<file path="config.mk">
export PLATFORM = sky130hd
export DESIGN_NAME = spi_flash_responder
export DESIGN_NICKNAME = d
export VERILOG_FILES = /design/src/rtl/spi_flash_responder_pkg.sv /design/src/rtl/spi_flash_responder_sync.sv /design/src/rtl/spi_flash_responder.sv
export SDC_FILE = /design/constraint.sdc
export NUM_CORES = 1
export LEC_CHECK = 0
export CORE_ASPECT_RATIO = 0.75
export CORE_MARGIN = 2
export CORE_UTILIZATION = 46
export DETAILED_ROUTE_END_ITERATION = 8
export GPL_TIMING_DRIVEN = 0
export PLACE_DENSITY = 0.75
export SLEW_MARGIN = 10
export SYNTH_ARGS = -nofsm -noshare
export SYNTH_HDL_FRONTEND = slang
export SYNTH_SLANG_ARGS = --single-unit
</file>
<file path="constraint.sdc">
create_clock -name clk_i -period 5.91 [get_ports clk_i]
set_clock_uncertainty 0.05 [all_clocks]
set_input_delay 1.4775 -clock clk_i [delete_from_list [all_inputs] [get_ports clk_i]]
set_output_delay 1.4775 -clock clk_i [all_outputs]
set_load 0.01 [all_outputs]
</file>
<file path="src/rtl/spi_flash_responder_pkg.sv">
// Shared types and constants for the SPI flash responder.
// FAST READ (0x0B) support is controlled by the SPI_FLASH_RESP_FAST_READ_EN macro.
package spi_flash_responder_pkg;

  localparam int ADDR_BITS    = 24;
  localparam int DUMMY_CYCLES = 8;

  localparam logic [7:0] CMD_READ        = 8'h03;
  localparam logic [7:0] CMD_FAST_READ   = 8'h0B;
  localparam logic [7:0] CMD_JEDEC_ID    = 8'h9F;
  localparam logic [7:0] CMD_READ_STATUS = 8'h05;

  typedef enum logic [2:0] {
    S_IDLE   = 3'd0,
    S_CMD    = 3'd1,
    S_ADDR   = 3'd2,
`ifdef SPI_FLASH_RESP_FAST_READ_EN
    S_DUMMY  = 3'd3,
`endif
    S_DATA   = 3'd4,
    S_ID     = 3'd5,
    S_STATUS = 3'd6,
    S_IGNORE = 3'd7
  } spi_resp_state_e;

  // States in which the responder owns sd[1].
  function automatic logic drives_miso(spi_resp_state_e s);
    return (s == S_DATA) || (s == S_ID) || (s == S_STATUS);
  endfunction

endpackage

</file>
<file path="src/rtl/spi_flash_responder_sync.sv">
// Two-flop synchronizers for the SPI pins plus single-cycle edge pulses
// derived from the synchronized sck and csb levels.
module spi_flash_responder_sync (
  input  logic clk,
  input  logic rst_n,
  input  logic sck,
  input  logic csb,
  input  logic mosi,
  output logic sck_rise,
  output logic sck_fall,
  output logic csb_rise,
  output logic csb_fall,
  output logic mosi_sync
);

  logic sck_meta, sck_sync, sck_prev;
  logic csb_meta, csb_sync, csb_prev;
  logic mosi_meta;

  // csb resets high so a deasserted bus does not look like a falling edge.
  always_ff @(posedge clk or negedge rst_n) begin
    if (!rst_n) begin
      sck_meta  <= 1'b0;
      sck_sync  <= 1'b0;
      sck_prev  <= 1'b0;
      csb_meta  <= 1'b1;
      csb_sync  <= 1'b1;
      csb_prev  <= 1'b1;
      mosi_meta <= 1'b0;
      mosi_sync <= 1'b0;
    end else begin
      sck_meta  <= sck;
      sck_sync  <= sck_meta;
      sck_prev  <= sck_sync;
      csb_meta  <= csb;
      csb_sync  <= csb_meta;
      csb_prev  <= csb_sync;
      mosi_meta <= mosi;
      mosi_sync <= mosi_meta;
    end
  end

  assign sck_rise = sck_sync & ~sck_prev;
  assign sck_fall = ~sck_sync & sck_prev;
  assign csb_rise = csb_sync & ~csb_prev;
  assign csb_fall = ~csb_sync & csb_prev;

endmodule

</file>
<file path="src/rtl/spi_flash_responder.sv">
// SPI flash emulator: decodes READ / JEDEC ID / READ STATUS over mode-0 SPI
// and serves data from a byte-wide memory port with a one-byte prefetch.
// Define SPI_FLASH_RESP_FAST_READ_EN to add FAST READ (0x0B) with 8 dummy cycles.
module spi_flash_responder
  import spi_flash_responder_pkg::*;
#(
  parameter int          ADDR_WIDTH = 16,
  parameter logic [23:0] JEDEC_ID   = 24'hEF4018
) (
  input  logic                  clk_i,
  input  logic                  rst_ni,
  input  logic                  spi_sck_i,
  input  logic                  spi_csb_i,
  input  logic                  spi_mosi_i,
  output logic                  spi_miso_o,
  output logic                  spi_miso_oe_o,
  output logic                  mem_req_o,
  output logic [ADDR_WIDTH-1:0] mem_addr_o,
  input  logic                  mem_rvalid_i,
  input  logic [7:0]            mem_rdata_i,
  output logic                  busy_o,
  output logic                  underrun_o
);

  spi_resp_state_e state;

  logic sck_rise, sck_fall, csb_rise, csb_fall, mosi_s;

  logic [4:0]           bit_cnt;
  logic [2:0]           out_cnt;
  logic [1:0]           byte_cnt;
  logic [6:0]           shift_in;
  logic [6:0]           shift_out;
  logic [ADDR_BITS-1:0] addr;
  logic [7:0]           buf_data;
  logic                 buf_valid;
  logic [1:0]           outst;
  logic [1:0]           drop_cnt;
  logic                 miso, oe, mem_req, underrun;
  logic [ADDR_WIDTH-1:0] mem_addr;

`ifdef SPI_FLASH_RESP_FAST_READ_EN
  logic       fast_read;
  logic [2:0] dummy_cnt;
`endif

  logic [7:0]           cmd_byte;
  logic [ADDR_BITS-1:0] addr_next;
  logic [ADDR_BITS-1:0] addr_inc;
  logic [1:0]           outst_after;
  logic                 prefetching;
  logic [7:0]           load_val;

  spi_flash_responder_sync u_sync (
    .clk       (clk_i),
    .rst_n     (rst_ni),
    .sck       (spi_sck_i),
    .csb       (spi_csb_i),
    .mosi      (spi_mosi_i),
    .sck_rise  (sck_rise),
    .sck_fall  (sck_fall),
    .csb_rise  (csb_rise),
    .csb_fall  (csb_fall),
    .mosi_sync (mosi_s)
  );

  assign cmd_byte  = {shift_in, mosi_s};
  assign addr_next = {addr[ADDR_BITS-2:0], mosi_s};
  assign addr_inc  = addr + 24'd1;
  // Requests still in flight once this cycle's request/response are accounted for.
  assign outst_after = outst + {1'b0, mem_req} - {1'b0, mem_rvalid_i};

  // NOTE: every always_comb output gets a default first so no latch is inferred.
  always_comb begin
    prefetching = (state == S_DATA);
`ifdef SPI_FLASH_RESP_FAST_READ_EN
    if (state == S_DUMMY) prefetching = 1'b1;
`endif
    load_val = 8'hFF;
    case (state)
      S_DATA:   load_val = buf_valid ? buf_data : 8'hFF;
      S_STATUS: load_val = 8'h00;
      S_ID: begin
        case (byte_cnt)
          2'd0:    load_val = JEDEC_ID[23:16];
          2'd1:    load_val = JEDEC_ID[15:8];
          2'd2:    load_val = JEDEC_ID[7:0];
          default: load_val = 8'hFF;
        endcase
      end
      default: load_val = 8'hFF;
    endcase
  end

  // NOTE: non-blocking assignments for all state; a later assignment in this
  // block overrides an earlier one, which gives csb and byte loads priority.
  always_ff @(posedge clk_i or negedge rst_ni) begin
    if (!rst_ni) begin
      state     <= S_IDLE;
      bit_cnt   <= '0;
      out_cnt   <= '0;
      byte_cnt  <= '0;
      shift_in  <= '0;
      shift_out <= '1;
      addr      <= '0;
      buf_data  <= '0;
      buf_valid <= 1'b0;
      outst     <= '0;
      drop_cnt  <= '0;
      miso      <= 1'b1;
      oe        <= 1'b0;
      mem_req   <= 1'b0;
      mem_addr  <= '0;
      underrun  <= 1'b0;
`ifdef SPI_FLASH_RESP_FAST_READ_EN
      fast_read <= 1'b0;
      dummy_cnt <= '0;
`endif
    end else begin
      mem_req <= 1'b0;
      outst   <= outst_after;

      // Responses owed to an aborted or underrun byte are dropped in order.
      if (mem_rvalid_i) begin
        if (drop_cnt != 2'd0) begin
          drop_cnt <= drop_cnt - 2'd1;
        end else if (prefetching) begin
          buf_data  <= mem_rdata_i;
          buf_valid <= 1'b1;
        end
      end

      if (csb_rise) begin
        state     <= S_IDLE;
        oe        <= 1'b0;
        miso      <= 1'b1;
        buf_valid <= 1'b0;
        drop_cnt  <= outst_after;
      end else begin
        case (state)
          S_IDLE: begin
            if (csb_fall) begin
              state   <= S_CMD;
              bit_cnt <= '0;
            end
          end

          S_CMD: begin
            if (sck_rise) begin
              shift_in <= cmd_byte[6:0];
              bit_cnt  <= bit_cnt + 5'd1;
              if (bit_cnt == 5'd7) begin
                bit_cnt  <= '0;
                out_cnt  <= '0;
                byte_cnt <= '0;
`ifdef SPI_FLASH_RESP_FAST_READ_EN
                fast_read <= (cmd_byte == CMD_FAST_READ);
`endif
                case (cmd_byte)
                  CMD_READ:        state <= S_ADDR;
`ifdef SPI_FLASH_RESP_FAST_READ_EN
                  CMD_FAST_READ:   state <= S_ADDR;
`endif
                  CMD_JEDEC_ID: begin
                    state <= S_ID;
                    oe    <= 1'b1;
                  end
                  CMD_READ_STATUS: begin
                    state <= S_STATUS;
                    oe    <= 1'b1;
                  end
                  default:         state <= S_IGNORE;
                endcase
              end
            end
          end

          S_ADDR: begin
            if (sck_rise) begin
              addr    <= addr_next;
              bit_cnt <= bit_cnt + 5'd1;
              if (bit_cnt == 5'(ADDR_BITS - 1)) begin
                bit_cnt  <= '0;
                mem_req  <= 1'b1;
                mem_addr <= addr_next[ADDR_WIDTH-1:0];
`ifdef SPI_FLASH_RESP_FAST_READ_EN
                if (fast_read) begin
                  state     <= S_DUMMY;
                  dummy_cnt <= '0;
                end else begin
                  state <= S_DATA;
                  oe    <= 1'b1;
                end
`else
                state <= S_DATA;
                oe    <= 1'b1;
`endif
              end
            end
          end

`ifdef SPI_FLASH_RESP_FAST_READ_EN
          S_DUMMY: begin
            if (sck_rise) begin
              dummy_cnt <= dummy_cnt + 3'd1;
              if (dummy_cnt == 3'(DUMMY_CYCLES - 1)) begin
                state <= S_DATA;
                oe    <= 1'b1;
              end
            end
          end
`endif

          S_DATA, S_ID, S_STATUS: begin
            if (sck_fall) begin
              out_cnt <= out_cnt + 3'd1;
              if (out_cnt == 3'd0) begin
                // First falling edge of a byte: load the whole byte, MSB out now.
                shift_out <= load_val[6:0];
                miso      <= load_val[7];
                if (state == S_ID && byte_cnt != 2'd3) byte_cnt <= byte_cnt + 2'd1;
                if (state == S_DATA) begin
                  if (!buf_valid) underrun <= 1'b1;
                  buf_valid <= 1'b0;
                  drop_cnt  <= outst_after;
                  addr      <= addr_inc;
                  mem_req   <= 1'b1;
                  mem_addr  <= addr_inc[ADDR_WIDTH-1:0];
                end
              end else begin
                shift_out <= {shift_out[5:0], 1'b1};
                miso      <= shift_out[6];
              end
            end
          end

          S_IGNORE: state <= S_IGNORE;

          default: state <= S_IDLE;
        endcase
      end
    end
  end

  assign spi_miso_o    = miso;
  assign spi_miso_oe_o = oe & drives_miso(state);
  assign mem_req_o     = mem_req;
  assign mem_addr_o    = mem_addr;
  assign busy_o        = (state != S_IDLE);
  assign underrun_o    = underrun;

endmodule

</file>
==> impl_metrics.tcl <==
set metrics [dict create \
    final_area_mm2 0.00546 \
    firstDrtPassIters 6 \
    synth_area_leaders "dfrtp_1, dfstp_2, a21oi_1, nand2_1, o21ai_0" \
    combPwrFrac 0.174 \
    cts_tree "done" \
    gp_congestion 0.955 \
    cts_root_buffer "clkbuf_16" \
    status "complete, no violations" \
    irDropWorstVdd_v 0.000158 \
    n_antenna_cell 0 \
    path_clk_slew_ns 0.06 \
    clock.fmax_mhz 250 \
    dpl_cell_area_mm2 0.00509 \
    slowest_delay_ns 0.55 \
    crit_fanout 10 \
    nets 553 \
    critical_path_class "reg2out" \
    worst-path-buf-inv 3 \
    max_cap_viol_count 0 \
    cts_buffers 9 \
    coreArea_mm2 0.00966 \
    min_period_ns 4.00 \
    slew_headroom 0.594 \
    yosys_warnings 0 \
    yosys.area.top_type_share 0.400 \
    grtUsageMet2 0.312 \
    dieArea_mm2 0.0108 \
    grt.total_usage 0.218 \
    power_density_mw_per_mm2 306 \
    synth_fp_nets 507 \
    ys_seq_elements 84 \
    dpl.hpwl_mm 7.79 \
    vias_per_cell 5.81 \
    hold_viol 0 \
    endpoint_kind "output pin" \
    clock-sinks 84 \
    cts_resized 0 \
    p_clk_frac 0.409 \
    cts_setup_buffers 0 \
    wl_per_cell_um 16.6 \
    ys.flop_type "dfrtp_1" \
    worst_setup_path_start_kind "register" \
    async_reset_ff_frac 1.00 \
    synth.avg_cell_area_um2 9.50 \
    p_int_uw 1240 \
    die-height_um 90.3 \
    syn_inst 481 \
    antenna_found_initial 0 \
    yosysTopAreaCell "dfrtp_1" \
    grt_max_degree 45 \
    p_leak_uw 0.00233 \
    synth_edf_count 0 \
    drc_errors 0 \
    max_slew.worst_pin.slew_ns 0.608 \
    overflow 0 \
    synth_cell_types 63 \
    hold_class "reg2reg" \
    num_io_pins 35 \
    start_util 0.473 \
    portBuffers 34 \
    ctsHoldBuffers 0 \
    setup_viol 0 \
    use_met1 0.323 \
    cp.required_ns 4.38 \
    drtIter0Drc 366 \
    grt.busiest_layer "met1" \
    power.switching_uw 433 \
    fp.dieW_um 119 \
    fp-row-count 31 \
    grt_use_met3 0.0549 \
    cts_buffer_depth 2 \
    stdcell_count 664 \
    drtAntennaViolNets 0 \
    critPathTopFamily "buffers and inverters" \
    finalSetupTns_ns 0 \
    synth-seq-area-share 0.463 \
    dp.cells 648 \
    drive_above_1_share 0.135 \
    grt_pass1_vias 3690 \
    crit_arrival_ns 2.47 \
    clock_latency_ns 0.34 \
    slew_viol_final 0 \
    finalCritPeriodShare 0.676 \
    slowest_stage "clkdlybuf4s50_1" \
    drt-total-wl_mm 11.0 \
    cp_cell_sequence "buf_2 -> a21boi_2 -> clkbuf_1 -> and2_1 -> clkdlybuf4s50_1" \
    seq_power_share 0.417 \
    syn_area_mm2 0.00457 \
    grt_pass1_wl_mm 18.6 \
    rsz0062_at_grt "no" \
    switching_share 0.259 \
    syn2layout_area_growth_pct 19.6 \
    cts-htree-levels 3 \
    vias 3859 \
]
[Yosys cell counts (all sizes together) (7+ instances only)]
master,number
dfstp,11
nand2,51
o22ai,9
o21ai,33
ha,12
clkbuf,14
a21oi,46
nand3,11
a211oi,10
nor3,12
dfrtp,73
mux2,18
nand2b,10
a21o,8
buf,15
nor2,32
inv,23
nand4,7
[power groups by stage]
stage	Sequential (uW)	Combinational, uW	Clock [uW]
after floorplan	690	208	0
after global placement	699	274	0
after detailed placement	706	287	0
after CTS	697	290	693
after global routing	708	328	717
final	697	291	684
[placed cells by master (no fill, tap or decap), types with 9 or more instances in the layout]
master	count
dfstp_2	11
clkdlybuf4s50_1	33
nor3_1	12
dfrtp_1	73
o21ai_0	33
mux2_2	10
clkbuf_1	14
clkbuf_16	9
nor2_1	32
o22ai_1	9
nand2_1	51
ha_1	12
nand2b_1	10
a211oi_1	10
a21oi_1	46
nand3_1	11
inv_1	23
[cell families (layout without fill, tap and decap cells)]
kind of cell,count (synthesis),after routing,synth area share
buffers and inverters,53,104,0.0523
AOI/OAI and AO/OA,149,149,0.213
xor gates and xnor gates,4,4,0.00767
adders and majority gates,12,12,0.0329
muxes,23,23,0.0619
DFF,84,84,0.463
and+or+nand+nor,156,156,0.169
[final cells by class]
class / instances / area (um^2)
fillers: 831 / 4200
multi-input cells: 344 / 2210
flip-flops and latches: 84 / 2120
repair buffers: 35 / 358
clock buffers: 13 / 280
well taps: 132 / 165
plain buffers: 29 / 149
clock inverters: 3 / 90.1
inverters: 24 / 90.1
[flip-flops by register name (all words and copies together), names as in the netlist, 2 cells and up]
register,count
shift_in,7
buf_data,8
shift_out,7
byte_cnt,2
bit_cnt,5
drop_cnt,2
mem_addr_o,16
state,3
out_cnt,3
outst,2
addr,16
[worst paths after layout]
| kind | from | end | slack (ns) | cells past startpoint |
|---|---|---|---|---|
| setup / recovery | state[0] | spi_miso_oe_o | 1.91 | 5 |
| hold / removal | u_sync.mosi_meta | u_sync.mosi_sync | 0.30 | 0 |
| setup reg to reg | u_sync.csb_sync | mem_addr_o[7] | 3.18 | 7 |
| hold reg to reg | u_sync.mosi_meta | u_sync.mosi_sync | 0.30 | 0 |
| max in group asynchronous | rst_ni | u_sync.csb_meta | 4.08 | 2 |
| min in group asynchronous | rst_ni | u_sync.sck_meta | 1.06 | 1 |
[layer usage]
layer,share of wire,vias up
met2,0.44,160
li1,-,1822
met3,0.084,11
met5,0,-
met1,0.47,1866
met4,0.011,0
[per-stage QoR]
step | hold slack (ns) | setup WS, ns | power (uW) | util
final | 0.298 | 1.91 | 1670 | 0.565
after CTS | 0.300 | 1.93 | 1680 | 0.565
after floorplan | 0.281 | 3.16 | 898 | -
after global routing | 0.310 | 1.81 | 1750 | 0.565
after detailed placement | 0.287 | 2.32 | 993 | 0.527
after global placement | 0.285 | 0.307 | 973 | 0.525
Power figures use the tool's default switching activity.
